==> config.mk <==
export PLATFORM = sky130hd
export DESIGN_NAME = recon_resp_tx_flat
export DESIGN_NICKNAME = d
export VERILOG_FILES = /design/src/rtl/recon_resp_tx_if.sv /design/src/rtl/recon_resp_tx.sv /design/src/flat_wrapper.sv
export SDC_FILE = /design/constraint.sdc
export NUM_CORES = 2
export LEC_CHECK = 0
export BUFFER_PORTS_ARGS = -buffer_cell sky130_fd_sc_hd__buf_2
export CORE_AREA = 2 2 647 649
export CTS_CLUSTER_DIAMETER = 120
export DETAILED_ROUTE_END_ITERATION = 7
export DIE_AREA = 0 0 649 651
export GPL_ROUTABILITY_DRIVEN = 0
export PLACE_DENSITY = 0.3
export SYNTH_ARGS = -nofsm -noshare
export SYNTH_HDL_FRONTEND = slang
export SYNTH_SLANG_ARGS = --single-unit
==> constraint.sdc <==
create_clock -name clk -period 3 [get_ports clk]
set_input_delay 0.15 -clock clk [delete_from_list [all_inputs] [get_ports clk]]
set_output_delay 0.15 -clock clk [all_outputs]
set_load 0.02 [all_outputs]
==> src/rtl/recon_resp_tx_if.sv <==
// recon_resp_tx_if: AXI-Stream bundle (tdata/tkeep/tvalid/tlast/tready).
// recon_resp_tx uses it for the DMA payload input and the framed packet output.
interface recon_resp_tx_if #(
  parameter int DATA_WIDTH = 512,
  parameter int KEEP_WIDTH = DATA_WIDTH / 8
);
  logic [DATA_WIDTH-1:0] tdata;
  logic [KEEP_WIDTH-1:0] tkeep;
  logic                  tvalid;
  logic                  tlast;
  logic                  tready;

  modport master (output tdata, tkeep, tvalid, tlast, input tready);
  modport slave  (input tdata, tkeep, tvalid, tlast, output tready);
endinterface

==> src/rtl/recon_resp_tx.sv <==
// recon_resp_tx: readback response framer.
// Accepts a readback request and issues one DMA read descriptor. It then
// frames the returned payload behind a 46-byte Ethernet/IP template and a
// 10-byte recon header (func_type 2'b10), so beat 0 payload starts at byte 56.
// Every output beat takes the next 8 input bytes on top of a 56-byte carry.
// Optional feature macro: RECON_RESP_TX_LEN_CHECK_EN. When it is defined, a
// payload byte counter places tlast at the requested size. Input that runs past
// the size is dropped, and any length mismatch pulses err_len_o.
//
// state       | meaning
// ST_IDLE     | request ready once the previous frame's last beat has drained
// ST_DESC     | descriptor valid, waiting for desc ready
// ST_STREAM   | one DMA beat in -> one output beat out
// ST_FLUSH    | emit the leftover carry bytes as the final beat
// ST_HDR_ONLY | size 0: emit the 56-byte header-only beat
// ST_DROP     | (length check only) discard input past size through input tlast
module recon_resp_tx #(
  parameter int DATA_WIDTH         = 512,
  parameter int KEEP_WIDTH         = DATA_WIDTH / 8,
  parameter int ADDR_WIDTH         = 34,
  parameter int DMA_DESC_LEN_WIDTH = 20,
  parameter int DMA_DESC_TAG_WIDTH = 8
) (
  input  logic                          clk,
  input  logic                          rst_n,
  input  logic [367:0]                  hdr_template_i,
  input  logic                          s_req_valid_i,
  output logic                          s_req_ready_o,
  input  logic [ADDR_WIDTH-1:0]         s_req_addr_i,
  input  logic [7:0]                    s_req_id_i,
  input  logic [DMA_DESC_LEN_WIDTH-1:0] s_req_size_i,
  output logic [ADDR_WIDTH-1:0]         m_axis_read_desc_addr_o,
  output logic [DMA_DESC_LEN_WIDTH-1:0] m_axis_read_desc_len_o,
  output logic [DMA_DESC_TAG_WIDTH-1:0] m_axis_read_desc_tag_o,
  output logic                          m_axis_read_desc_valid_o,
  input  logic                          m_axis_read_desc_ready_i,
  recon_resp_tx_if.slave                s_axis_dma,
  recon_resp_tx_if.master               m_axis,
  output logic                          err_len_o
);

  typedef enum logic [2:0] {
    ST_IDLE, ST_DESC, ST_STREAM, ST_FLUSH, ST_HDR_ONLY, ST_DROP
  } state_t;

  state_t                        state_q;
  logic                          req_ready_q;
  logic [ADDR_WIDTH-1:0]         desc_addr_q;
  logic [DMA_DESC_LEN_WIDTH-1:0] desc_len_q;
  logic [DMA_DESC_TAG_WIDTH-1:0] desc_tag_q;
  logic                          desc_valid_q;
  logic [447:0]                  carry_q;
  logic [KEEP_WIDTH-1:0]         flush_keep_q;
  logic [DATA_WIDTH-1:0]         tdata_q;
  logic [KEEP_WIDTH-1:0]         tkeep_q;
  logic                          tvalid_q;
  logic                          tlast_q;

  logic                          out_free;
  logic                          dma_ready;
  logic                          dma_fire;
  logic                          req_fire;
  logic [79:0]                   recon_hdr;
  logic [KEEP_WIDTH-1:0]         eff_keep;
  logic                          eff_last;

`ifdef RECON_RESP_TX_LEN_CHECK_EN
  logic [DMA_DESC_LEN_WIDTH-1:0] rem_q;
  logic                          drop_q;
  logic                          err_len_q;
  logic [6:0]                    in_bytes;
  logic                          len_err;
  logic                          drop_after;

  function automatic logic [6:0] popcnt(input logic [63:0] k);
    logic [6:0] c;
    c = '0;
    for (int i = 0; i < 64; i++) c = c + {6'd0, k[i]};
    return c;
  endfunction

  function automatic logic [63:0] keep_of(input logic [6:0] n);
    logic [63:0] m;
    for (int i = 0; i < 64; i++) m[i] = (7'(i) < n);
    return m;
  endfunction

  assign in_bytes = popcnt(s_axis_dma.tkeep);
`endif

  assign out_free  = !tvalid_q || m_axis.tready;
`ifdef RECON_RESP_TX_LEN_CHECK_EN
  assign dma_ready = ((state_q == ST_STREAM) && out_free) || (state_q == ST_DROP);
`else
  assign dma_ready = (state_q == ST_STREAM) && out_free;
`endif
  assign dma_fire  = dma_ready && s_axis_dma.tvalid;
  assign req_fire  = req_ready_q && s_req_valid_i;
  assign recon_hdr = {3'b000, 32'(s_req_size_i), s_req_id_i, s_req_addr_i, 1'b1, 2'b10};

  // Effective end-of-payload for the current DMA beat: input tlast, or the byte count reaching size
  always_comb begin
    eff_keep = s_axis_dma.tkeep;
    eff_last = s_axis_dma.tlast;
`ifdef RECON_RESP_TX_LEN_CHECK_EN
    len_err    = 1'b0;
    drop_after = 1'b0;
    if (rem_q <= DMA_DESC_LEN_WIDTH'(in_bytes)) begin
      eff_keep   = keep_of(rem_q[6:0]);
      eff_last   = 1'b1;
      len_err    = !s_axis_dma.tlast || (rem_q != DMA_DESC_LEN_WIDTH'(in_bytes));
      drop_after = !s_axis_dma.tlast;
    end else if (s_axis_dma.tlast) begin
      len_err = 1'b1;
    end
`endif
  end

  // Framing FSM with registered request, descriptor and output stream signals
  always_ff @(posedge clk or negedge rst_n) begin
    if (!rst_n) begin
      state_q      <= ST_IDLE;
      req_ready_q  <= 1'b0;
      desc_addr_q  <= '0;
      desc_len_q   <= '0;
      desc_tag_q   <= '0;
      desc_valid_q <= 1'b0;
      carry_q      <= '0;
      flush_keep_q <= '0;
      tdata_q      <= '0;
      tkeep_q      <= '0;
      tvalid_q     <= 1'b0;
      tlast_q      <= 1'b0;
`ifdef RECON_RESP_TX_LEN_CHECK_EN
      rem_q        <= '0;
      drop_q       <= 1'b0;
      err_len_q    <= 1'b0;
`endif
    end else begin
`ifdef RECON_RESP_TX_LEN_CHECK_EN
      err_len_q <= 1'b0;
`endif
      if (tvalid_q && m_axis.tready) tvalid_q <= 1'b0;
      case (state_q)
        ST_IDLE: begin
          if (req_fire) begin
            req_ready_q <= 1'b0;
            carry_q     <= {recon_hdr, hdr_template_i};
            desc_addr_q <= s_req_addr_i;
            desc_len_q  <= s_req_size_i;
            desc_tag_q  <= DMA_DESC_TAG_WIDTH'(s_req_id_i);
`ifdef RECON_RESP_TX_LEN_CHECK_EN
            rem_q       <= s_req_size_i;
            drop_q      <= 1'b0;
`endif
            if (s_req_size_i == '0) begin
              state_q <= ST_HDR_ONLY;
            end else begin
              desc_valid_q <= 1'b1;
              state_q      <= ST_DESC;
            end
          end else if (out_free) begin
            // previous frame's last beat is gone (or handshakes now)
            req_ready_q <= 1'b1;
          end
        end
        ST_DESC: begin
          if (m_axis_read_desc_ready_i) begin
            desc_valid_q <= 1'b0;
            state_q      <= ST_STREAM;
          end
        end
        ST_STREAM: begin
          if (dma_fire) begin
            tdata_q      <= {s_axis_dma.tdata[63:0], carry_q};
            tkeep_q      <= {eff_keep[7:0], {56{1'b1}}};
            tvalid_q     <= 1'b1;
            tlast_q      <= eff_last && !eff_keep[8];
            carry_q      <= s_axis_dma.tdata[511:64];
            flush_keep_q <= {8'h00, eff_keep[63:8]};
`ifdef RECON_RESP_TX_LEN_CHECK_EN
            err_len_q    <= len_err;
            drop_q       <= drop_after;
            rem_q        <= rem_q - DMA_DESC_LEN_WIDTH'(in_bytes);
`endif
            if (eff_last) begin
              if (eff_keep[8]) state_q <= ST_FLUSH;
`ifdef RECON_RESP_TX_LEN_CHECK_EN
              else if (drop_after) state_q <= ST_DROP;
`endif
              else state_q <= ST_IDLE;
            end
          end
        end
        ST_FLUSH: begin
          if (out_free) begin
            tdata_q  <= {64'h0, carry_q};
            tkeep_q  <= flush_keep_q;
            tvalid_q <= 1'b1;
            tlast_q  <= 1'b1;
`ifdef RECON_RESP_TX_LEN_CHECK_EN
            state_q  <= drop_q ? ST_DROP : ST_IDLE;
`else
            state_q  <= ST_IDLE;
`endif
          end
        end
        ST_HDR_ONLY: begin
          if (out_free) begin
            tdata_q  <= {64'h0, carry_q};
            tkeep_q  <= 64'h00FF_FFFF_FFFF_FFFF;
            tvalid_q <= 1'b1;
            tlast_q  <= 1'b1;
            state_q  <= ST_IDLE;
          end
        end
`ifdef RECON_RESP_TX_LEN_CHECK_EN
        ST_DROP: begin
          if (dma_fire && s_axis_dma.tlast) state_q <= ST_IDLE;
        end
`endif
        default: state_q <= ST_IDLE;
      endcase
    end
  end

  assign s_req_ready_o            = req_ready_q;
  assign m_axis_read_desc_addr_o  = desc_addr_q;
  assign m_axis_read_desc_len_o   = desc_len_q;
  assign m_axis_read_desc_tag_o   = desc_tag_q;
  assign m_axis_read_desc_valid_o = desc_valid_q;
  assign s_axis_dma.tready        = dma_ready;
  assign m_axis.tdata             = tdata_q;
  assign m_axis.tkeep             = tkeep_q;
  assign m_axis.tvalid            = tvalid_q;
  assign m_axis.tlast             = tlast_q;
`ifdef RECON_RESP_TX_LEN_CHECK_EN
  assign err_len_o                = err_len_q;
`else
  assign err_len_o                = 1'b0;
`endif

endmodule

==> src/flat_wrapper.sv <==
// flat-port wrapper written by rule: the top's interface ports become plain ports
module recon_resp_tx_flat 
#(
  parameter int DATA_WIDTH         = 512,
  parameter int KEEP_WIDTH         = DATA_WIDTH / 8,
  parameter int ADDR_WIDTH         = 34,
  parameter int DMA_DESC_LEN_WIDTH = 20,
  parameter int DMA_DESC_TAG_WIDTH = 8
)
  (clk, rst_n, hdr_template_i, s_req_valid_i, s_req_ready_o, s_req_addr_i, s_req_id_i, s_req_size_i, m_axis_read_desc_addr_o, m_axis_read_desc_len_o, m_axis_read_desc_tag_o, m_axis_read_desc_valid_o, m_axis_read_desc_ready_i, err_len_o, s_axis_dma_tdata, s_axis_dma_tkeep, s_axis_dma_tvalid, s_axis_dma_tlast, s_axis_dma_tready, m_axis_tdata, m_axis_tkeep, m_axis_tvalid, m_axis_tlast, m_axis_tready);
  recon_resp_tx_if #(.DATA_WIDTH(DATA_WIDTH), .KEEP_WIDTH(KEEP_WIDTH)) s_axis_dma_i ();
  recon_resp_tx_if #(.DATA_WIDTH(DATA_WIDTH), .KEEP_WIDTH(KEEP_WIDTH)) m_axis_i ();
  input  logic clk;
  input  logic rst_n;
  input  logic [367:0] hdr_template_i;
  input  logic s_req_valid_i;
  output logic s_req_ready_o;
  input  logic [ADDR_WIDTH-1:0] s_req_addr_i;
  input  logic [7:0] s_req_id_i;
  input  logic [DMA_DESC_LEN_WIDTH-1:0] s_req_size_i;
  output logic [ADDR_WIDTH-1:0] m_axis_read_desc_addr_o;
  output logic [DMA_DESC_LEN_WIDTH-1:0] m_axis_read_desc_len_o;
  output logic [DMA_DESC_TAG_WIDTH-1:0] m_axis_read_desc_tag_o;
  output logic m_axis_read_desc_valid_o;
  input  logic m_axis_read_desc_ready_i;
  output logic err_len_o;
  input wire logic [$bits(s_axis_dma_i.tdata)-1:0] s_axis_dma_tdata;
  input wire logic [$bits(s_axis_dma_i.tkeep)-1:0] s_axis_dma_tkeep;
  input wire logic [$bits(s_axis_dma_i.tvalid)-1:0] s_axis_dma_tvalid;
  input wire logic [$bits(s_axis_dma_i.tlast)-1:0] s_axis_dma_tlast;
  output wire logic [$bits(s_axis_dma_i.tready)-1:0] s_axis_dma_tready;
  output wire logic [$bits(m_axis_i.tdata)-1:0] m_axis_tdata;
  output wire logic [$bits(m_axis_i.tkeep)-1:0] m_axis_tkeep;
  output wire logic [$bits(m_axis_i.tvalid)-1:0] m_axis_tvalid;
  output wire logic [$bits(m_axis_i.tlast)-1:0] m_axis_tlast;
  input wire logic [$bits(m_axis_i.tready)-1:0] m_axis_tready;
  assign s_axis_dma_i.tdata = s_axis_dma_tdata;
  assign s_axis_dma_i.tkeep = s_axis_dma_tkeep;
  assign s_axis_dma_i.tvalid = s_axis_dma_tvalid;
  assign s_axis_dma_i.tlast = s_axis_dma_tlast;
  assign s_axis_dma_tready = s_axis_dma_i.tready;
  assign m_axis_tdata = m_axis_i.tdata;
  assign m_axis_tkeep = m_axis_i.tkeep;
  assign m_axis_tvalid = m_axis_i.tvalid;
  assign m_axis_tlast = m_axis_i.tlast;
  assign m_axis_i.tready = m_axis_tready;
  recon_resp_tx #(.DATA_WIDTH(DATA_WIDTH), .KEEP_WIDTH(KEEP_WIDTH), .ADDR_WIDTH(ADDR_WIDTH), .DMA_DESC_LEN_WIDTH(DMA_DESC_LEN_WIDTH), .DMA_DESC_TAG_WIDTH(DMA_DESC_TAG_WIDTH)) u_core (.clk(clk), .rst_n(rst_n), .hdr_template_i(hdr_template_i), .s_req_valid_i(s_req_valid_i), .s_req_ready_o(s_req_ready_o), .s_req_addr_i(s_req_addr_i), .s_req_id_i(s_req_id_i), .s_req_size_i(s_req_size_i), .m_axis_read_desc_addr_o(m_axis_read_desc_addr_o), .m_axis_read_desc_len_o(m_axis_read_desc_len_o), .m_axis_read_desc_tag_o(m_axis_read_desc_tag_o), .m_axis_read_desc_valid_o(m_axis_read_desc_valid_o), .m_axis_read_desc_ready_i(m_axis_read_desc_ready_i), .s_axis_dma(s_axis_dma_i), .m_axis(m_axis_i), .err_len_o(err_len_o));
endmodule
==> qor.yml <==
die-area_mm2: 0.422
clkPwrFrac_pct: 21.7
root_buffer: "clkbuf_16"
cts_tree: "done"
postRouteAntennaNets: 0
htree_levels: 4
avgSynthCellArea_um2: 15.9
grt_pass1_vias: 42100
wl_per_cell_um: 24.5
slowest_delay_ns: 0.60
grt_pass1_wl_mm: 383
hold_path_end: "u_core.flush_keep_q[32]$_DFFE_PN0P_"
hold_depth: 3
hp-class: "in -> reg"
port_buffers: 1655
clk_latency_ns: 0.86
first_pass_iters: 5
cap_violations: 0
finalCriticalPeriod_ns: 2.91
vias_per_cell: 3.35
post_cts_buffers: 0
path_buf_inv: 3
path_class: "reg -> reg"
worst_pin_slew_ns: 0.791
num-nets-final: 7009
rsz0062_at_grt: "false"
layout_common_cells: "buf_2, dfrtp_1, dlygate4sd3_1, mux2_2, mux2_4"
hpwlAfterDp_mm: 231
finalCritPeriodShare_pct: 96.9
design_power_total_uw: 86200
remaining_drc_errors: 0
ys_ff_latch: 1149
fin_cells: 11700
cts-buffers-inserted: 160
r2r_slack_ns: 0.09
drtIter0Drc: 1837
path_clk_slew_ns: 0.06
pre_cts_slack_ns: 0.159
r2r-start: "u_core.state_q[0]$_DFFE_PN0P_"
vias: 39100
cts_max_path_buffers: 4
grt_overflow_total: 0
power.internal_uw: 54000
setup.worst_path.start: "u_core.state_q[0]$_DFFE_PN0P_"
max_slew_margin_pct: 47.3
fp.dieW_um: 649
cp-start-kind: "flip-flop"
synth_cell_types: 38
die_h_um: 651
crit_path_top_delay_cell: "dfrtp_1"
hold_start: "s_axis_dma_tkeep[40]"
crit_fanout: 69
yosys.area.top_type_share_pct: 57.3
netlist_instances: 3148
setup_viol: 0
utilization_pct: 19.6
max_freq_mhz: 344
setup_slack_ns: 0.0922
power.leakage_uw: 0.0368
syn_nets: 4161
pwr-share-seq_pct: 32.4
antenna_found_initial: 224
dp.cells: 10200
start_util_pct: 12.1
cp.arrival_ns: 3.63
syn_area_mm2: 0.0501
comb_power_share_pct: 45.9
cp.required_ns: 3.72
switching_share_pct: 37.4
crit_chain: "nor2_4 -> nand2_8 -> buf_12 -> buf_12 -> mux2_2 -> dlygate4sd3_1 -> mux2_2"
cp_top_family: "buffers and inverters"
areaGrowthSynthToFinish_pct: 62.7
grt_max_degree: 85
setup_tns_ns: 0
synthTopCellsByArea: "dfrtp_1, mux2_2, mux2_4, buf_6, a22o_1"
drive_gt1_share_pct: 57.4
yosys_warnings: 0
synth_top_cell_by_area: "dfrtp_1"
power_density_mw_per_mm2: 1060
switching_power_uw: 32200
fin_skew_ns: 0.0533
slew_viol_final: 0
track_usage_pct: 13.1
vdd_drop_max_uv: 469
numClockSinks: 1149
reg2reg_to: "u_core.carry_q[314]$_DFFE_PN0P_"
num_io_pins: 1657
hold_violations: 0
row_count: 237
mostFrequentLayoutCell: "buf_2"
core-area_mm2: 0.415
seq_area_frac_synth_pct: 57.3
reg2reg_depth: 7
status: "completed"
cp-end-kind: "flip-flop"
drt-total-wl_mm: 286
==> logic make-up (layout without fill, tap and decap cells) <==
logic type	Yosys count	in the layout	synth area share (%)
compound gates	191	191	2.82
buf+inv	289	3249	3.96
flops	1149	1149	57.3
mux	1411	1411	34.5
other cells	1	63	0.00748
simple gates	107	107	1.33
==> worst max-delay path by stage <==
stage | end | slack (ns) | cells past startpoint
3_5_place_dp | u_core.m_axis.tkeep[32]$_DFFE_PN0P_ | 0.16 | 6
2_1_floorplan | u_core.carry_q[414]$_DFFE_PN0P_ | 1.15 | 5
4_1_cts | u_core.carry_q[46]$_DFFE_PN0P_ | 0.002 | 7
6_report | u_core.carry_q[314]$_DFFE_PN0P_ | 0.09 | 7
3_3_place_gp | u_core.m_axis.tkeep[32]$_DFFE_PN0P_ | 0.16 | 6
5_1_grt | u_core.carry_q[159]$_DFFE_PN0P_ | 0.007 | 7
==> layer usage <==
layer | global-route usage, % | vias to the layer above | share of wire [%]
met5 | 0 | - | 0.18
met4 | 3.37 | 80 | 2.9
met3 | 4.45 | 510 | 7.7
met2 | 22.9 | 1480 | 49
met1 | 15.3 | 19900 | 40
li1 | - | 17200 | -
==> power by group through the flow <==
stage               Sequential (µW)  Combinational [µW]  Clock (µW)
finish                        28000               39600       18700
global route                  29000               42000       20200
global placement              28100               37200           0
floorplan                     31900               19300           0
detailed placement            28200               37500           0
CTS                           28000               40500       19600
==> synth_stat cells, drive strengths merged <==
| master | number |
|---|---|
| nor2 | 6 |
| o21ai | 51 |
| o2bb2ai | 1 |
| nor2b | 3 |
| inv | 75 |
| a22o | 72 |
| a32o | 2 |
| a21oi | 58 |
| mux2 | 1410 |
| nand2 | 7 |
| nand3 | 3 |
| o221ai | 1 |
| conb | 1 |
| nor3 | 2 |
| nor4 | 62 |
| nand4b | 2 |
| mux2i | 1 |
| clkbuf | 34 |
| o21a | 4 |
| and3 | 1 |
| nand2b | 1 |
| or2 | 1 |
| and2 | 2 |
| a2bb2oi | 1 |
| buf | 180 |
| and4 | 1 |
| a32oi | 1 |
| dfrtp | 1149 |
| nand4 | 16 |
==> final cells by class <==
type,instances,area [µm²]
antenna,62,155
clock buffer,233,4600
clock inverter,41,409
fill,45300,334000
inverter,75,282
multi-input combinational,1710,19500
sequential,1149,28800
tap,5497,6880
timing repair buffer,2900,21000
==> stage by stage <==
stage	cell area [µm²]	hold slack (ns)
2_1_floorplan	50100	-0.146
3_3_place_gp	65500	0.240
3_5_place_dp	65500	0.242
4_1_cts	81400	0.000795
5_1_grt	81500	0.0670
6_report	81600	0.119
==> worst min-delay path, cell delays in order <==
cell           delay (ns)
dlygate4sd3_1        0.52
buf_2                0.11
mux2_2               0.13
==> registers in the layout (all words and copies together) (netlist names), 3 cells and up <==
signal,flops
u_core.carry_q,448
u_core.flush_keep_q,56
u_core.m_axis.tdata,512
u_core.m_axis.tkeep,64
u_core.m_axis_read_desc_addr_o,34
u_core.m_axis_read_desc_len_o,20
u_core.m_axis_read_desc_tag_o,8
u_core.state_q,3
==> timing repair <==
action | in CTS | in global routing
endpoints found under the hold margin | 1778 | 0
setup endpoints to repair | 0 | 125
hold buffers | 1089 | 0
gates resized for setup | 0 | 2
Note: power is estimated with default switching activity, not from simulation.
